**config.mk**
```make
export PLATFORM = sky130hd
export DESIGN_NAME = flatten_l2
export DESIGN_NICKNAME = d
export VERILOG_FILES = /design/src/rtl/flatten_l2.sv
export SDC_FILE = /design/constraint.sdc
export NUM_CORES = 1
export LEC_CHECK = 0
export CORE_UTILIZATION = 41
export DETAILED_ROUTE_END_ITERATION = 6
export PLACE_DENSITY = 0.81
export SLEW_MARGIN = 40
export SYNTH_ARGS = -nofsm -noshare
export SYNTH_HDL_FRONTEND = slang
export SYNTH_SLANG_ARGS = --single-unit
```
**constraint.sdc**
```tcl
create_clock -name clk -period 5.35 [get_ports clk]
set_input_delay 0.8025 -clock clk [delete_from_list [all_inputs] [get_ports clk]]
set_output_delay 0.8025 -clock clk [all_outputs]
set_load 0.01 [all_outputs]
```
**src/rtl/flatten_l2.sv**
```systemverilog
// flatten_l2: layer-2 flatten stage. Reads the two 32x32 pooled channel
// memories (layer-1 kernel 0 and kernel 1) over the shared layer-memory bus
// and writes them into layer-2 memory with the channels interleaved:
// L2[2i] = K0[i], L2[2i+1] = K1[i]. Each word costs three cycles
// (READ, LATCH, WRITE).
// Optional build macro FLATTEN_CHECKSUM_EN adds a 24-bit running sum of the
// written words on port checksum.
module flatten_l2 #(
  parameter int          N_PIX     = 1024,
  parameter logic [2:0]  SEL_L1_K0 = 3'b011,
  parameter logic [2:0]  SEL_L1_K1 = 3'b100,
  parameter logic [2:0]  SEL_L2    = 3'b101
) (
  input  logic        clk,
  input  logic        reset,
  input  logic        start,
  output logic        busy,
  output logic        done,
  output logic        crd,
  output logic [11:0] caddr_rd,
  input  logic [19:0] cdata_rd,
  output logic        cwr,
  output logic [11:0] caddr_wr,
  output logic [19:0] cdata_wr,
`ifdef FLATTEN_CHECKSUM_EN
  output logic [23:0] checksum,
`endif
  output logic [2:0]  csel
);

  localparam int IDXW = $clog2(N_PIX);

  typedef enum logic [2:0] {IDLE, READ, LATCH, WRITE, FIN} state_t;

  state_t          st, st_n;
  logic [IDXW-1:0] idx, idx_n;
  logic            ch, ch_n;
  logic [19:0]     dlat;

  // Output values for the state being entered; registered below so that
  // every port comes straight from a flop and lines up with its state.
  logic        busy_n, done_n, crd_n, cwr_n;
  logic [11:0] caddr_rd_n, caddr_wr_n;
  logic [19:0] cdata_wr_n;
  logic [2:0]  csel_n;

  // Next-state, counter and next-output decode
  always_comb begin
    st_n  = st;
    idx_n = idx;
    ch_n  = ch;
    unique case (st)
      IDLE:  if (start) begin
               st_n  = READ;
               idx_n = '0;
               ch_n  = 1'b0;
             end
      READ:  st_n = LATCH;
      LATCH: st_n = WRITE;
      WRITE: begin
        if (!ch) begin
          ch_n = 1'b1;
          st_n = READ;
        end else if (idx != IDXW'(N_PIX - 1)) begin
          ch_n  = 1'b0;
          idx_n = idx + 1'b1;
          st_n  = READ;
        end else begin
          st_n = FIN;
        end
      end
      FIN:     st_n = IDLE;
      default: st_n = IDLE;
    endcase

    busy_n     = (st_n != IDLE);
    done_n     = (st_n == FIN);
    crd_n      = (st_n == READ);
    cwr_n      = (st_n == WRITE);
    caddr_rd_n = '0;
    caddr_wr_n = '0;
    cdata_wr_n = '0;
    csel_n     = 3'b000;
    unique case (st_n)
      READ: begin
        caddr_rd_n = {2'b00, idx_n[9:0]};
        csel_n     = ch_n ? SEL_L1_K1 : SEL_L1_K0;
      end
      LATCH: csel_n = ch_n ? SEL_L1_K1 : SEL_L1_K0;
      WRITE: begin
        caddr_wr_n = {1'b0, idx_n[9:0], ch_n};
        // Read data is valid during LATCH, the same cycle it is latched, so
        // the write word is the value being captured into dlat.
        cdata_wr_n = cdata_rd;
        csel_n     = SEL_L2;
      end
      default: ;
    endcase
  end

  // State, counters, data latch and registered outputs
  always_ff @(posedge clk or posedge reset) begin
    if (reset) begin
      st       <= IDLE;
      idx      <= '0;
      ch       <= 1'b0;
      dlat     <= '0;
      busy     <= 1'b0;
      done     <= 1'b0;
      crd      <= 1'b0;
      cwr      <= 1'b0;
      caddr_rd <= '0;
      caddr_wr <= '0;
      cdata_wr <= '0;
      csel     <= 3'b000;
    end else begin
      st       <= st_n;
      idx      <= idx_n;
      ch       <= ch_n;
      if (st == LATCH) dlat <= cdata_rd;
      busy     <= busy_n;
      done     <= done_n;
      crd      <= crd_n;
      cwr      <= cwr_n;
      caddr_rd <= caddr_rd_n;
      caddr_wr <= caddr_wr_n;
      cdata_wr <= cdata_wr_n;
      csel     <= csel_n;
    end
  end

`ifdef FLATTEN_CHECKSUM_EN
  // Running sum of written words; cleared on an accepted start, so it holds
  // its final value from done until the next run begins.
  always_ff @(posedge clk or posedge reset) begin
    if (reset)                    checksum <= '0;
    else if (st == IDLE && start) checksum <= '0;
    else if (st == WRITE)         checksum <= checksum + {4'b0000, cdata_wr};
  end
`endif

endmodule

```
==> impl_metrics.tcl <==
set metrics [dict create \
    status "finished, final reports clean" \
    h-tree-depth 3 \
    min_to "caddr_wr[2]" \
    stdcell_count 377 \
    whs_path_depth 2 \
    cts_tree "done" \
    maxCapViolations 0 \
    via_per_inst 5.18 \
    startpoint_type "input pin" \
    crit_fanout 6 \
    post_cts_buffers 0 \
    pwr-share-comb_pct 31.7 \
    cts-hold-fix-buffers 0 \
    timing.final.crit_period_ns 2.21 \
    num_vias 1951 \
    synth.area.mux_share_pct 0.387 \
    first_iter_violations 179 \
    synth_area_leaders "dfrtp_1 (60%), and2_1 (6.5%), a21oi_1 (2.3%)" \
    drt-total-wl_mm 5.58 \
    antenna_cells 0 \
    synth_edf_count 0 \
    p_leak_nw 1.54 \
    io_pins 74 \
    p_int_w 0.00109 \
    grt_remaining_overflow 0 \
    fin_nets 321 \
    row_count 28 \
    die_w_um 81.4 \
    cts_buffers 9 \
    finalWeightedCongestion 0.877 \
    power.switching_w 0.000560 \
    yosys_warnings 0 \
    detail-route-antenna-nets 0 \
    power_frac_seq_pct 40.7 \
    setup_viol 0 \
    grt_setup_unrepaired "false" \
    synthXorXnorAreaFrac_pct 0.677 \
    path_class "in2reg" \
    syn_inst 227 \
    use_met2_pct 28.5 \
    synth_compound_area_share_pct 11.5 \
    grt_usage_pct 19.1 \
    fmax_mhz 452 \
    dpl.hpwl_mm 3.72 \
    utilization_pct 59.0 \
    grt_pass1_vias 1832 \
    yosysSeqAreaShare_pct 60.0 \
    worst_pin_slew_ns 0.698 \
    dp_cells 361 \
    ys.flop_type "dfrtp_1" \
    synthAdderAreaFrac_pct 0.484 \
    required_ns 5.61 \
    maxSlewHeadroom_pct 53.1 \
    grt_pass1_wl_mm 9.17 \
    switching_share_pct 34.0 \
    clockBufferDepth 2 \
    period_share_pct 41.3 \
    synth_top_family_by_area "simple AND/OR/NAND/NOR gates" \
    yosysTopAreaCell "dfrtp_1" \
    syn_area_per_cell_um2 11.4 \
    portBuffers 70 \
    synthSimpleGateAreaFrac_pct 22.5 \
    hold_path.class "reg2reg" \
    r2r_slack_ns 3.25 \
    clk_pin_slew_worst_paths_ns 0.07 \
    whs_ns 0.621 \
    cp-end-kind "flip-flop" \
    clock_latency_ns 0.35 \
    ys_types 56 \
    layout_commonest_cell "clkdlybuf4s50_1" \
    dieArea_um2 6630 \
    arrival_ns 2.47 \
    busiest_layer "met2" \
    layout_setup_ws_ns 3.14 \
    pwr-share-clk_pct 27.6 \
    finalHoldViolCount 0 \
    cts_sinks 62 \
    cts-root-buf "clkbuf_8" \
    async_flop_share_pct 100 \
    post_drt_wl_per_cell_um 14.8 \
    grt_use_met3_pct 4.89 \
    ir_drop_uv 213 \
    antenna_found_initial 0 \
    reg2reg_to "idx[1]" \
    route.detailed.drc 0 \
    setup_tns_ns 0 \
    finClkSkew_ns 0.0114 \
    area_growth_pct 36.7 \
    core_um2 5990 \
    slew_viol_final 0 \
    drtPass1Iterations 4 \
    power.density_nw_per_um2 465 \
    min_from "idx[1]" \
    reg2regPathDepth 5 \
    drive_gt1_share_pct 11.3 \
    final_cell_mix "clkdlybuf4s50_1 (70), dfrtp_1 (62), and2_1 (27)" \
    use_met1_pct 25.1 \
    fp.dieH_um 81.4 \
    yosysTopAreaCellShare_pct 60.0 \
    r2r-start "idx[0]" \
    initial_core_util_pct 43.2 \
    synth-seq-cells 62 \
    dp_slack_ns 2.80 \
    grt_max_degree 63 \
    cts-resized-gates 0 \
    syn-cell-area_um2 2590 \
]
-- metal layers --
layer  up-vias  wire length (µm)
li1        930                 -
met4         0               172
met5         -                 0
met2        74              2720
met3        19               298
met1       928              2390
-- cell usage after synthesis (3+ instances only) --
master    number
buf_2          7
o21ai_0        7
o211ai_1       3
inv_1          6
and2_1        27
or4_1          3
nand2_1       12
nand3_1        6
nor4_1         5
buf_4          4
dfrtp_1       62
nor2_1        12
nor3_1         8
nand4_1        5
a21oi_1       12
-- registers in the layout (all words and copies together), names as in the netlist --
signal,flops
busy,1
caddr_rd,10
caddr_wr,11
cdata_wr,20
ch,1
crd,1
csel,3
cwr,1
done,1
idx,10
st,3
-- layout make-up --
class                   instances  area [µm²]
fillers                       497        2450
flip-flops and latches         62        1550
multi-input cells             146         932
repair buffers                 71         712
clock buffers                   9         124
clock inverters                 7        97.6
well taps                      75        93.8
inverters                       7        26.3
-- worst max-delay path, cell delays in order --
cell	delay, ns
clkdlybuf4s50_1	0.57
or3b_4	0.43
o21ai_1	0.19
o21ai_1	0.23
nor3_1	0.25
-- kinds of logic (layout without fill, tap and decap cells) --
| logic type | count (synthesis) | count (layout) |
|---|---|---|
| other cells | 1 | 3 |
| fa+ha+maj | 1 | 1 |
| flops | 62 | 62 |
| mux | 1 | 1 |
| xor+xnor | 2 | 2 |
| buf+inv | 21 | 94 |
| compound gates | 42 | 42 |
| simple gates | 97 | 97 |
-- stage by stage --
| step | total power, W | area [µm²] |
|---|---|---|
| 4_1_cts | 0.00166 | 3530 |
| 3_5_place_dp | 0.00119 | 3310 |
| 3_3_place_gp | 0.00118 | 3310 |
| 2_1_floorplan | 0.000983 | 2590 |
| 5_1_grt | 0.00175 | 3540 |
| 6_report | 0.00165 | 3540 |
-- worst max path at each step --
stage,start,to,cells after the start
floorplan,reset,busy,1
global placement,start,csel[1],5
detailed placement,start,caddr_rd[2],5
CTS,start,caddr_rd[4],5
global route,start,caddr_rd[4],5
finish,start,caddr_rd[4],5
-- power by group through the flow --
| stage | Combinational, W | Clock [W] | Sequential [W] |
|---|---|---|---|
| final | 0.000521 | 0.000454 | 0.000670 |
| after detailed placement | 0.000519 | 0 | 0.000674 |
| after floorplan | 0.000320 | 0 | 0.000663 |
| after global routing | 0.000572 | 0.000490 | 0.000686 |
| after CTS | 0.000524 | 0.000466 | 0.000667 |
| after global placement | 0.000511 | 0 | 0.000673 |
Note: power is estimated with default switching activity, not from simulation.
==> variant 1: new RTL, config.mk and constraints unchanged <==
`N_PIX`: 1024 -> 2048.
--- a/src/rtl/flatten_l2.sv
+++ b/src/rtl/flatten_l2.sv
@@ -6,7 +6,7 @@
 // Optional build macro FLATTEN_CHECKSUM_EN adds a 24-bit running sum of the
 // written words on port checksum.
 module flatten_l2 #(
-  parameter int          N_PIX     = 1024,
+  parameter int          N_PIX     = 2048,
   parameter logic [2:0]  SEL_L1_K0 = 3'b011,
   parameter logic [2:0]  SEL_L1_K1 = 3'b100,
   parameter logic [2:0]  SEL_L2    = 3'b101
Check against the original RTL: no difference found for any inputs over 10 cycles, from zero or initial values and one cycle with reset high; that may be too few to reach the edited logic, so the function may still have changed.
==> variant 1 against the unedited design <==
- non-clock buffer count unchanged
- wire length fell by 10%
- sequential share of layout area increased by 1.3 points
- cell count shrank 1.9%
- synthesized area shrank 0.58%
- sequential cell count increased by 1
- worst setup slack worse by 0.016 ns
- cell area is 1.3% lower
- global-route usage down 2.4 points
- highest routed layer unchanged
Power is not compared: it rests on default switching activity, and its combinational part moved more than twofold at a synthesized area within 25%.
==> variant 1: results (changes against the unedited design) <==
{
  "detailed_routing": {
    "detail_route.wl_per_cell": {"value": 13.5, "unit": "µm", "change": "-8.7%"},
    "m1WireLength": {"value": 2260, "unit": "µm", "change": "-5.6%"},
    "total_vias_in_the_final_route": {"value": 1804, "change": "-7.5%"},
    "drt-vias-per-instance": {"value": 4.88, "change": "-5.8%"},
    "wl_met3": {"value": 225, "unit": "µm", "change": "-24%"},
    "routed-wl-met2": {"value": 2400, "unit": "µm", "change": "-12%"},
    "number_of_drc_markers_in_iteration_0": {"value": 94, "change": "-47%"}
  },
  "hold_path": {
    "worst_hold_depth": {"value": 1, "change": "-1"},
    "hold_path.startpoint": "idx[10]",
    "worst_hold_path.endpoint": "idx[10]"
  },
  "critical_path": {
    "timing.critical_path.fanout_max": {"value": 11, "change": "+5"},
    "worst_ep_arrival_time": {"value": 2.42, "unit": "ns", "change": "-0.05 ns"},
    "crit_path_max_incr_delay": {"value": 0.59, "unit": "ns", "change": "+0.02 ns"},
    "rr_worst_depth": {"value": 4, "change": "-1"},
    "worst-r2r-setup-slack": {"value": 3.49, "unit": "ns", "change": "+0.24 ns"},
    "worstReg2RegStart": "st[1]",
    "r2r-end": "caddr_wr[2]"
  },
  "place": {
    "dp_cells": {"value": 354, "change": "-1.9%"},
    "place.gp.congestion": {"value": 0.912, "change": "+4.0%"},
    "dpl_worst_slack": {"value": 2.77, "unit": "ns", "change": "-0.0271 ns"},
    "hpwlAfterDp": {"value": 3450, "unit": "µm", "change": "-7.3%"}
  },
  "final_layout": {
    "finish.net_count": {"value": 314, "change": "-2.2%"},
    "largestRegisters": "cdata_wr: 20 flops, caddr_wr: 11 flops, idx: 11 flops"
  },
  "status": {
    "run_status": "complete, no violations"
  },
  "timing": {
    "slew_headroom": {"value": 0.637, "change": "+0.107"},
    "final.period_utilization": {"value": 0.416, "change": "+0.00305"},
    "clock-skew-final": {"value": 0.00917, "unit": "ns", "change": "-0.00223 ns"}
  },
  "grt": {
    "met3_usage": {"value": 0.0551, "change": "+0.00617"},
    "grt_util_met1": {"value": 0.218, "change": "-0.0331"},
    "grt_pass1_vias": {"value": 1672, "change": "-8.7%"},
    "global_route.usage.met2": {"value": 0.249, "change": "-0.0363"},
    "grt.total_usage": {"value": 0.167, "change": "-0.0240"}
  },
  "logic_synthesis": {
    "yosysUniqueCellTypes": {"value": 49, "change": "-13%"},
    "synthesis.instances": {"value": 220, "change": "-3.1%"},
    "synth.yosys.warnings": {"value": 0, "change": "unchanged"}
  }
}
## variant 1: logic make-up (layout without fill, tap and decap cells)
family / Yosys count / count (layout) / share of synthesized area
AOI/OAI and AO/OA: 32 / 32 / 0.100
xor gates and xnor gates: 2 / 2 / 0.00681
adders and majority gates: 1 / 1 / 0.00486
buffers and inverters: 24 / 97 / 0.0477
DFF: 63 / 63 / 0.613
muxes: 5 / 5 / 0.0195
other: 1 / 3 / 0.00146
and+or+nand+nor: 92 / 92 / 0.207
## variant 1: worst reg2reg max path: stages (launching register included)
cell and delay, ns:
sky130_fd_sc_hd__dfrtp_1 0.56, sky130_fd_sc_hd__or4b_4 0.70, sky130_fd_sc_hd__and2_1 0.21, sky130_fd_sc_hd__mux2i_1 0.21
sky130_fd_sc_hd__nor2_1 0.07
## variant 1: final cells by class
class	instances	area, µm²
Clock inverter	6	61.3
Sequential cell	63	1580
Clock buffer	10	128
Fill cell	512	2500
Inverter	10	37.5
Timing Repair Buffer	71	712
Multi-Input combinational cell	135	881
Tap cell	75	93.8
==> variant 2: new RTL, same settings <==
Made on the original files. Remove the register `crd`: a continuous assignment takes its place, so the output `crd` follows one clock earlier.
--- a/src/rtl/flatten_l2.sv
+++ b/src/rtl/flatten_l2.sv
@@ -107,7 +107,6 @@
       dlat     <= '0;
       busy     <= 1'b0;
       done     <= 1'b0;
-      crd      <= 1'b0;
       cwr      <= 1'b0;
       caddr_rd <= '0;
       caddr_wr <= '0;
@@ -120,7 +119,6 @@
       if (st == LATCH) dlat <= cdata_rd;
       busy     <= busy_n;
       done     <= done_n;
-      crd      <= crd_n;
       cwr      <= cwr_n;
       caddr_rd <= caddr_rd_n;
       caddr_wr <= caddr_wr_n;
@@ -128,6 +126,8 @@
       csel     <= csel_n;
     end
   end
+
+  assign crd = crd_n;
 
 `ifdef FLATTEN_CHECKSUM_EN
   // Running sum of written words; cleared on an accepted start, so it holds
Formal check against the unedited RTL: not equivalent (Yosys sat finds a counterexample within 4 cycles, from zero or initial values and one cycle with reset high).
==> variant 2 against the unedited design <==
- cell area shrank 1.2%
- count of clock-buffer cells in the layout rose by 4
- largest cell class unchanged
- core utilization is 0.73 points lower
- wire length down 2.1%
- sequential cell count is 1 lower
- critical path depth rose by 1
- via count shrank 0.21%
- total power is 3.3% lower
- synthesized area decreased by 0.97%
- worst setup slack worse by 1.5 ns
==> variant 2: results (changes against the unedited design) <==
{
  "power_and_ir_drop": {
    "internal_power": {"value": 1.05, "unit": "mW", "change": "-2.9%"},
    "pwr.group.combinational": {"value": 0.528, "unit": "mW", "change": "+1%"},
    "swShare": {"value": 0.337, "change": "-0.00273"},
    "p_leak": {"value": 1.53, "unit": "nW", "change": "-0.95%"}
  },
  "grt": {
    "grt_util_met1": {"value": 0.255, "change": "+0.00346"},
    "met3_usage": {"value": 0.0562, "change": "+0.00729"},
    "pin_count_of_the_biggest_net_entering_global_routing": {"value": 62, "change": "-1.6%"},
    "global_route.usage.met2": {"value": 0.282, "change": "-0.00265"}
  },
  "detailed_routing": {
    "wl_met3": {"value": 359, "unit": "µm", "change": "+20%"},
    "total_vias_in_the_final_route": {"value": 1947, "change": "-0.21%"},
    "routed-wl-met2": {"value": 2570, "unit": "µm", "change": "-5.5%"},
    "postRouteWirelength": {"value": 5460, "unit": "µm", "change": "-2.1%"},
    "number_of_drc_markers_in_iteration_0": {"value": 126, "change": "-30%"}
  },
  "die": {
    "chipWidth": {"value": 81.1, "unit": "µm", "change": "-0.47%"}
  },
  "logic_synthesis": {
    "synth.area.top_cells": "sky130_fd_sc_hd__dfrtp_1, sky130_fd_sc_hd__and2_1, sky130_fd_sc_hd__a21oi_1",
    "fraction_of_synthesized_cell_area_taken_by_the_top_area_cell_type": {"value": 0.596, "change": "-0.00391"},
    "synth.cells.most_frequent": "sky130_fd_sc_hd__dfrtp_1, sky130_fd_sc_hd__and2_1, sky130_fd_sc_hd__a21oi_1, sky130_fd_sc_hd__nand2_1, sky130_fd_sc_hd__nor2_1",
    "yosys.area_share.xor_xnor": {"value": 0.00684, "change": "+0.0000661"},
    "multiplexer_share_of_the_synthesized_area": {"value": 0.00391, "change": "+0.0000378"},
    "adder_and_majority_gate_portion_of_the_synthesized_area": {"value": 0.00488, "change": "+0.0000472"}
  },
  "final_layout": {
    "sequential_cell_total": {"value": 61, "change": "-1.6%"},
    "num-clock-buffers": {"value": 13, "change": "+4"},
    "multi_input_gate_share_of_total_cell_area": {"value": 0.267, "change": "+0.00330"},
    "finish.net_count": {"value": 320, "change": "-0.31%"},
    "portion_of_the_layout_cell_area_used_by_non_clock_buffers": {"value": 0.204, "change": "+0.00252"},
    "filler_cell_count": {"value": 515, "change": "+3.6%"}
  },
  "status": {
    "run_status": "complete, no violations"
  },
  "place": {
    "dp_cells": {"value": 360, "change": "-0.28%"}
  }
}
## variant 2: changes by cell type after synthesis
cell                      before  now
sky130_fd_sc_hd__dfrtp_1      62   61
## variant 2: final timing paths
path	from	end	slack, ns	depth (start not counted)
max	start	crd	1.66	6
min	idx[1]	caddr_wr[2]	0.59	2
max reg2reg	idx[0]	caddr_rd[2]	3.36	5
min reg2reg	idx[1]	caddr_wr[2]	0.59	2
max in group asynchronous	reset	caddr_rd[6]	4.05	3
min in group asynchronous	reset	cdata_wr[7]	0.91	3
## variant 2: critical path, stage by stage
cell                              delay, ns
sky130_fd_sc_hd__clkdlybuf4s50_1       0.55
sky130_fd_sc_hd__or3b_4                0.43
sky130_fd_sc_hd__o21ai_1               0.21
sky130_fd_sc_hd__o21ai_1               0.25
sky130_fd_sc_hd__inv_1                 0.11
sky130_fd_sc_hd__clkdlybuf4s50_1       0.53
